### config.mk
export PLATFORM = sky130hd
export DESIGN_NAME = detector_jogada
export DESIGN_NICKNAME = d
export VERILOG_FILES = /design/src/rtl/detector_jogada_pkg.sv /design/src/rtl/sincronizador_2ff.sv /design/src/rtl/detector_jogada.sv
export SDC_FILE = /design/constraint.sdc
export NUM_CORES = 1
export LEC_CHECK = 0
export ABC_AREA = 1
export BUFFER_PORTS_ARGS = -buffer_cell sky130_fd_sc_hd__buf_2
export CAP_MARGIN = 40
export CORE_ASPECT_RATIO = 2
export CORE_MARGIN = 5
export CORE_UTILIZATION = 44
export DETAILED_ROUTE_END_ITERATION = 7
export PLACE_DENSITY = 0.73
export RECOVER_POWER = 25
export SLEW_MARGIN = 20
export SYNTH_ARGS = -nofsm -noshare
export SYNTH_HDL_FRONTEND = slang
export SYNTH_SLANG_ARGS = --single-unit
### constraint.sdc
create_clock -name clock -period 6.3 [get_ports clock]
set_clock_uncertainty 0.2 [all_clocks]
set_input_delay 0.63 -clock clock [delete_from_list [all_inputs] [get_ports clock]]
set_output_delay 0.63 -clock clock [all_outputs]
set_load 0.02 [all_outputs]
### src/rtl/detector_jogada_pkg.sv
// Shared definitions for the player-button conditioner: FSM encoding,
// default debounce length and the one-hot validity check.
package detector_jogada_pkg;

  typedef enum logic [2:0] {
    INICIAL        = 3'd0,
    ESPERA_PRESSAO = 3'd1,
    FILTRA         = 3'd2,
    PULSO          = 3'd3,
    ESPERA_SOLTAR  = 3'd4,
    FILTRA_SOLTAR  = 3'd5
  } estado_t;

  localparam int DEBOUNCE_PADRAO = 5;

  function automatic logic eh_one_hot(input logic [3:0] v);
    return ($countones(v) == 1);
  endfunction

endpackage

### src/rtl/sincronizador_2ff.sv
// Two-flop synchroniser for a 4-bit group of asynchronous inputs.
module sincronizador_2ff (
  input  logic       clock,
  input  logic       reset,
  input  logic [3:0] d,
  output logic [3:0] q
);

  logic [3:0] meta;

  always_ff @(posedge clock or posedge reset) begin
    if (reset) begin
      meta <= '0;
      q    <= '0;
    end else begin
      meta <= d;
      q    <= meta;
    end
  end

endmodule

### src/rtl/detector_jogada.sv
// Debounces the four player buttons and emits one registered one-hot play
// with a single-cycle jogada_feita pulse per accepted physical press.
module detector_jogada
  import detector_jogada_pkg::*;
#(
  parameter int DEBOUNCE_CICLOS = DEBOUNCE_PADRAO,
  parameter int LARGURA_CONT    = 3
) (
  input  logic       clock,
  input  logic       reset,
  input  logic [3:0] botoes,
  input  logic       habilita,
  output logic [3:0] jogada,
  output logic       jogada_feita,
  output logic       multipla,
  output logic [2:0] db_estado
);

  localparam logic [LARGURA_CONT-1:0] CNT_FIM = LARGURA_CONT'(DEBOUNCE_CICLOS - 1);

  estado_t                 estado, estado_prox;
  logic [LARGURA_CONT-1:0] cnt, cnt_prox;
  logic [3:0]              amostra, amostra_prox;
  logic [3:0]              jogada_prox;
  logic                    multipla_prox;
  logic [3:0]              sinc;

  sincronizador_2ff u_sinc (
    .clock (clock),
    .reset (reset),
    .d     (botoes),
    .q     (sinc)
  );

  always_ff @(posedge clock or posedge reset) begin
    if (reset) begin
      estado   <= INICIAL;
      cnt      <= '0;
      amostra  <= '0;
      jogada   <= '0;
      multipla <= 1'b0;
    end else begin
      estado   <= estado_prox;
      cnt      <= cnt_prox;
      amostra  <= amostra_prox;
      jogada   <= jogada_prox;
      multipla <= multipla_prox;
    end
  end

  always_comb begin
    estado_prox   = estado;
    cnt_prox      = cnt;
    amostra_prox  = amostra;
    jogada_prox   = jogada;
    multipla_prox = 1'b0;
    case (estado)
      INICIAL: estado_prox = ESPERA_PRESSAO;
      ESPERA_PRESSAO: begin
        if (habilita && sinc != 4'b0000) begin
          amostra_prox = sinc;
          cnt_prox     = '0;
          estado_prox  = FILTRA;
        end
      end
      // Abort beats rejection, which beats the terminal count.
      FILTRA: begin
        if (!habilita) begin
          estado_prox = ESPERA_SOLTAR;
        end else if (sinc != amostra) begin
          estado_prox = ESPERA_PRESSAO;
        end else if (cnt == CNT_FIM) begin
          if (eh_one_hot(amostra)) begin
            jogada_prox = amostra;
            estado_prox = PULSO;
          end else begin
            multipla_prox = 1'b1;
            estado_prox   = ESPERA_SOLTAR;
          end
        end else begin
          cnt_prox = cnt + 1'b1;
        end
      end
      PULSO: estado_prox = ESPERA_SOLTAR;
      ESPERA_SOLTAR: begin
        if (sinc == 4'b0000) begin
          cnt_prox    = '0;
          estado_prox = FILTRA_SOLTAR;
        end
      end
      FILTRA_SOLTAR: begin
        if (sinc != 4'b0000)    estado_prox = ESPERA_SOLTAR;
        else if (cnt == CNT_FIM) estado_prox = ESPERA_PRESSAO;
        else                     cnt_prox    = cnt + 1'b1;
      end
      default: estado_prox = INICIAL;
    endcase
  end

  assign jogada_feita = (estado == PULSO);
  assign db_estado    = estado;

endmodule

* Word-level counts from Yosys, hierarchy flattened
Index checks and enable logic that the tools add are counted.
** Storage, ports and cells
- Register bits after elaboration :: 23
- Output and inout port bits :: 9
** Operators by class
- Add/sub/neg operators :: 4
- Equality and inequality tests :: 15
- Mux-type cells :: 21
- Bitwise logic cells :: 1
- Reductions and logical operators :: 9
** Operator list (count)
- two-way mux 3 bit :: 14
- case mux 3 bit (6 select lines) :: 1
- case mux 3 bit (4 select lines) :: 1
- inequality test 2 bit, second input constant :: 5
- == test 3 bit, second input constant :: 3
- nonzero test 4 bit :: 2
- == test 3 x 1 -> 1 bit, second input constant :: 2
- == test 3 x 2 -> 1 bit, second input constant :: 2
- AND reduction 6 bit :: 1
- two-way mux 1 bit :: 5
- AND reduction 5 bit :: 1
- adder 1 x 1 -> 2 bit :: 2
- zero test 4 bit :: 1
- inequality test 4 bit :: 1
- inequality test 4 bit, second input constant :: 1
- AND reduction 4 bit :: 1
- adder 2 x 2 -> 3 bit :: 1
- adder 3 x 1 -> 3 bit, second input constant :: 1
- zero test 3 bit :: 1
- inequality test 3 bit, second input constant :: 1
- AND reduction 2 bit :: 1
- logical AND 1 bit :: 1
- inverter 1 bit :: 1

* Logic depth before layout (Yosys ltp)
- Depth after elaboration :: 8
- Mapped depth :: 13
- Gate-level depth less buffers :: 13

* By module
Synthesis repeated with hierarchy kept, for this count alone.
** Second synthesis, totals
- Cells, all modules :: 149
- Area, all modules :: 1222.4 µm²
** Modules (own cells, without submodules)
- detector_jogada :: times used 1, cells each 140, area an instance 1018.5 µm², sequential area each 375.4 µm²
- sincronizador_2ff :: times used 1, cells each 9, area an instance 203.9 µm², sequential area each 200.2 µm²

* Worst setup path after synthesis
No wires, ideal clock.
- Kind :: reg-to-reg
- Start point :: register amostra[0]
- End point :: register estado[2] (netlist: db_estado[2])
- Library setup time :: 0.116 ns
- Arrival :: 2.085 ns
- Data required time :: 5.984 ns
- Setup slack :: 3.898 ns
- Cell stages (with the launch flop) :: 14
- Buffers on the path :: 0
- Period minus slack after synthesis :: 2.402 ns
- Cells stage by stage :: dfrtp_1 inv_2 fa_1 inv_1 ha_1 ha_1 nor3_2 inv_1 nand3_1 nand2_1 nand2_1 nand2_1 nand2_1 nand2_1
** On the way
- Longest elaborated chain between the ends :: 8
** RTL lines
- from (decl) :: RTL line detector_jogada.sv:23 : logic [3:0] amostra, amostra_prox;
- from (signal assigned) :: RTL line detector_jogada.sv:45 : amostra <= amostra_prox;
- adder 1 x 1 -> 2 bit (not written as such) :: RTL line detector_jogada_pkg.sv:17 : return ($countones(v) == 1);
- adder 2 x 2 -> 3 bit (not written as such) :: RTL line detector_jogada_pkg.sv:17
- == test 3 x 1 -> 1 bit :: RTL line detector_jogada_pkg.sv:17
- two-way mux 3 bit :: RTL line detector_jogada.sv:73 : if (eh_one_hot(amostra)) begin
- two-way mux 3 bit :: RTL line detector_jogada.sv:72 : end else if (cnt == CNT_FIM) begin
- two-way mux 3 bit :: RTL line detector_jogada.sv:70 : end else if (sinc != amostra) begin
- two-way mux 3 bit :: RTL line detector_jogada.sv:68 : if (!habilita) begin
- case mux 3 bit (6 select lines) :: RTL line detector_jogada.sv:57 : case (estado)
- to (signal assigned) :: RTL line detector_jogada.sv:43 : estado <= estado_prox;
- to (decl) :: RTL line detector_jogada.sv:21 : estado_t estado, estado_prox;
Parallel ways exist; a longest one is shown, timed or not. The select of a mux whose other input is x is not followed.
A chain may end at the register's enable or synchronous reset.

* Worst setup path in the final report
- Start point :: register amostra[1]
- End point :: register estado[2] (netlist: db_estado[2])
The elaborated chain is that of the path after synthesis.

==> impl_metrics.py <==
metrics = {
    "cts": {
        "clk_latency_ps": 260,
        "cts-root-buf": "clkbuf_8",
        "cts_tree": "done",
        "path_clk_slew_ps": 80,
        "cts_inserted_buffers": 3,
        "cts-resized-gates": 0,
        "cts_hold_buffers": 0,
        "htree_levels": 1,
        "clock_sinks": 23,
        "clk_path_buf_depth": 2,
        "post_cts.repair.setup_buffers": 0,
    },
    "power": {
        "cellLeakagePower_nw": 0.830,
        "finalPower_uw": 553,
        "power_density_nw_per_um2": 387,
        "irDropWorstVdd_uv": 216,
    },
    "sta": {
        "setup_viol": 0,
        "slew_violations": 0,
        "grt_setup_unrepaired": "false",
        "worstMarginPinSlew_ps": 354,
        "slew_headroom_pct": 76.4,
        "setup_tns_ps": 0,
        "max_freq_ghz": 0.386,
        "hold_viol": 0,
        "min_period_ps": 2590,
        "fin_crit_sh_pct": 41.2,
    },
    "drt": {
        "wl_um": 2520,
        "drt_pass1_iterations": 4,
        "post_drt_via_cell_ratio": 5.11,
        "wire_per_inst_um": 12.6,
        "ant_nets": 0,
        "vias": 1016,
        "drc": 0,
        "drt_iter0_markers": 20,
    },
    "finish": {
        "multiInputGateArea_um2": 576,
        "regArea_um2": 576,
        "layout_commonest_cell": "nand2_1",
        "final_nets": 183,
        "diodes": 0,
        "final_cell_mix": "49 x nand2_1, 23 x dfrtp_1, 16 x inv_1, 15 x buf_2, 12 x nand3_1",
        "synthToLayoutAreaGrowth_pct": 15.1,
        "layout-drive-gt1-share_pct": 24.7,
        "fillers": 256,
        "fin_util_pct": 52.2,
    },
    "setup_path": {
        "r2r-end": "db_estado[2]$_DFFE_PP0P_",
        "ff2ff_path_depth": 13,
        "r2r_setup_slack_ps": 3710,
        "crit_start": "amostra[1]$_DFFE_PP0P_",
        "crit_required_ps": 6260,
        "worstReg2RegStart": "amostra[1]$_DFFE_PP0P_",
        "endpoint_kind": "flip-flop",
        "worstSetupPathType": "reg2reg",
        "crit_arrival_ps": 2560,
        "start_kind": "flip-flop",
        "cp_max_fo": 4,
    },
    "grt": {
        "grt_use_total_pct": 14.7,
        "grt_max_degree": 18,
        "grt_pass1_vias": 1041,
        "grt-ovfl-total": 0,
        "antenna_found_initial": 0,
        "grt_pass1_wl_um": 4360,
    },
    "worst_hold_path": {
        "hold_path.class": "in2async",
    },
    "placed_design": {
        "gp_congestion": 0.885,
        "portBuffers": 15,
        "dp_hpwl_um": 2050,
    },
    "synth": {
        "ys_types": 24,
        "synth_warnings": 0,
        "synth-seq-cells": 23,
        "synth_cells": 150,
        "avgSynthCellArea_um2": 8.27,
        "synth_nets": 162,
        "synth.largest_area_cell": "dfrtp_1",
        "yosysSeqAreaShare_pct": 46.4,
        "synth_top_area_share_pct": 46.4,
        "netlist_top_cells_area": "dfrtp_1 46%, nand2_1 15%, nand3_1 4.8%",
        "netlist_area_um2": 1240,
    },
    "flow_run": {
        "maxCapViolCount": 0,
    },
    "floorplan": {
        "die-width_um": 47.6,
        "initial_core_util_pct": 45.4,
        "core-area_um2": 2740,
        "io_pins": 16,
        "dieArea_um2": 4050,
        "die_y_um": 85.1,
        "num_rows": 27,
    },
    "status": {
        "outcome": "finished, final reports clean",
    },
}
area by class of cell:
type                            instances  area share (%)
Clock inverter                          1           0.525
Clock buffer                            3            2.89
Inverter                               24            6.30
Sequential cell                        23            40.3
Timing Repair Buffer                   16            7.18
Multi-Input combinational cell        103            40.3
Tap cell                               29            2.54
stage by stage:
step	cells	setup WS [ps]	area (um^2)	hold slack [ps]
finish	199	3710	1430	114
global route	199	3480	1430	152
CTS	199	3690	1430	120
detailed placement	195	3720	1380	140
global placement	194	3790	1350	135
floorplan	150	3900	1240	131
Yosys cell counts:
| cell | number |
|---|---|
| nand2_2 | 4 |
| nor2_8 | 1 |
| nand2_1 | 49 |
| nor2_4 | 2 |
| inv_2 | 8 |
| nor2_1 | 6 |
| nand4_1 | 6 |
| nand4_2 | 1 |
| nor3_2 | 1 |
| o22ai_2 | 1 |
| nand3_2 | 2 |
| o21ai_0 | 4 |
| a21oi_1 | 1 |
| inv_1 | 16 |
| o21ai_1 | 2 |
| nor3b_1 | 1 |
| xor2_1 | 1 |
| fa_1 | 1 |
| dfrtp_1 | 23 |
| nor2_2 | 1 |
| nand2_4 | 1 |
| nand3_1 | 12 |
| nor3_1 | 2 |
| ha_1 | 4 |
flip-flops by register name, indices dropped and copies added, names as in the netlist:
register	cells
amostra	4
db_estado	3
jogada	4
multipla	1
u_sinc.meta	4
u_sinc.q	4
cnt	3
per-layer routing:
metal  GRT usage [%]  part of all wire (%)
met5               0                     0
met4            8.82                   3.9
met3            3.18                   4.5
met2            24.3                    54
met1            15.7                    37
worst max-delay path by stage:
stage	end	slack, ps
after global routing	db_estado[2]$_DFFE_PP0P_	3480
after floorplan	db_estado[2]$_DFFE_PP0P_	3900
final	db_estado[2]$_DFFE_PP0P_	3710
after global placement	db_estado[2]$_DFFE_PP0P_	3790
after detailed placement	db_estado[2]$_DFFE_PP0P_	3720
after CTS	db_estado[2]$_DFFE_PP0P_	3690
logic make-up (layout without fill, tap and decap cells):
group	after synthesis	count (layout)	share of synthesized area (%)
compound gates	8	8	3.83
xor+xnor	1	1	0.706
fa+ha+maj	5	5	5.65
buf+inv	24	44	7.26
flops	23	23	46.4
simple gates	89	89	36.2
critical path, cell delays in order, from the launching register on:
cell,delay [ps]
dfrtp_1,450
inv_2,70
fa_1,500
inv_1,40
ha_1,180
ha_1,280
nor3_2,260
inv_1,90
nand3_1,150
nand2_1,70
nand2_1,60
nand2_1,40
nand2_1,60
nand2_1,40
where the power goes:
part | internal [mW] | total, mW | switching (mW) | leakage, nW
clock | 0.0447 | 0.0923 | 0.0476 | 0.0217
combinational | 0.0900 | 0.258 | 0.168 | 0.516
sequential | 0.173 | 0.203 | 0.0302 | 0.293
Power figures use the tool's default switching activity.
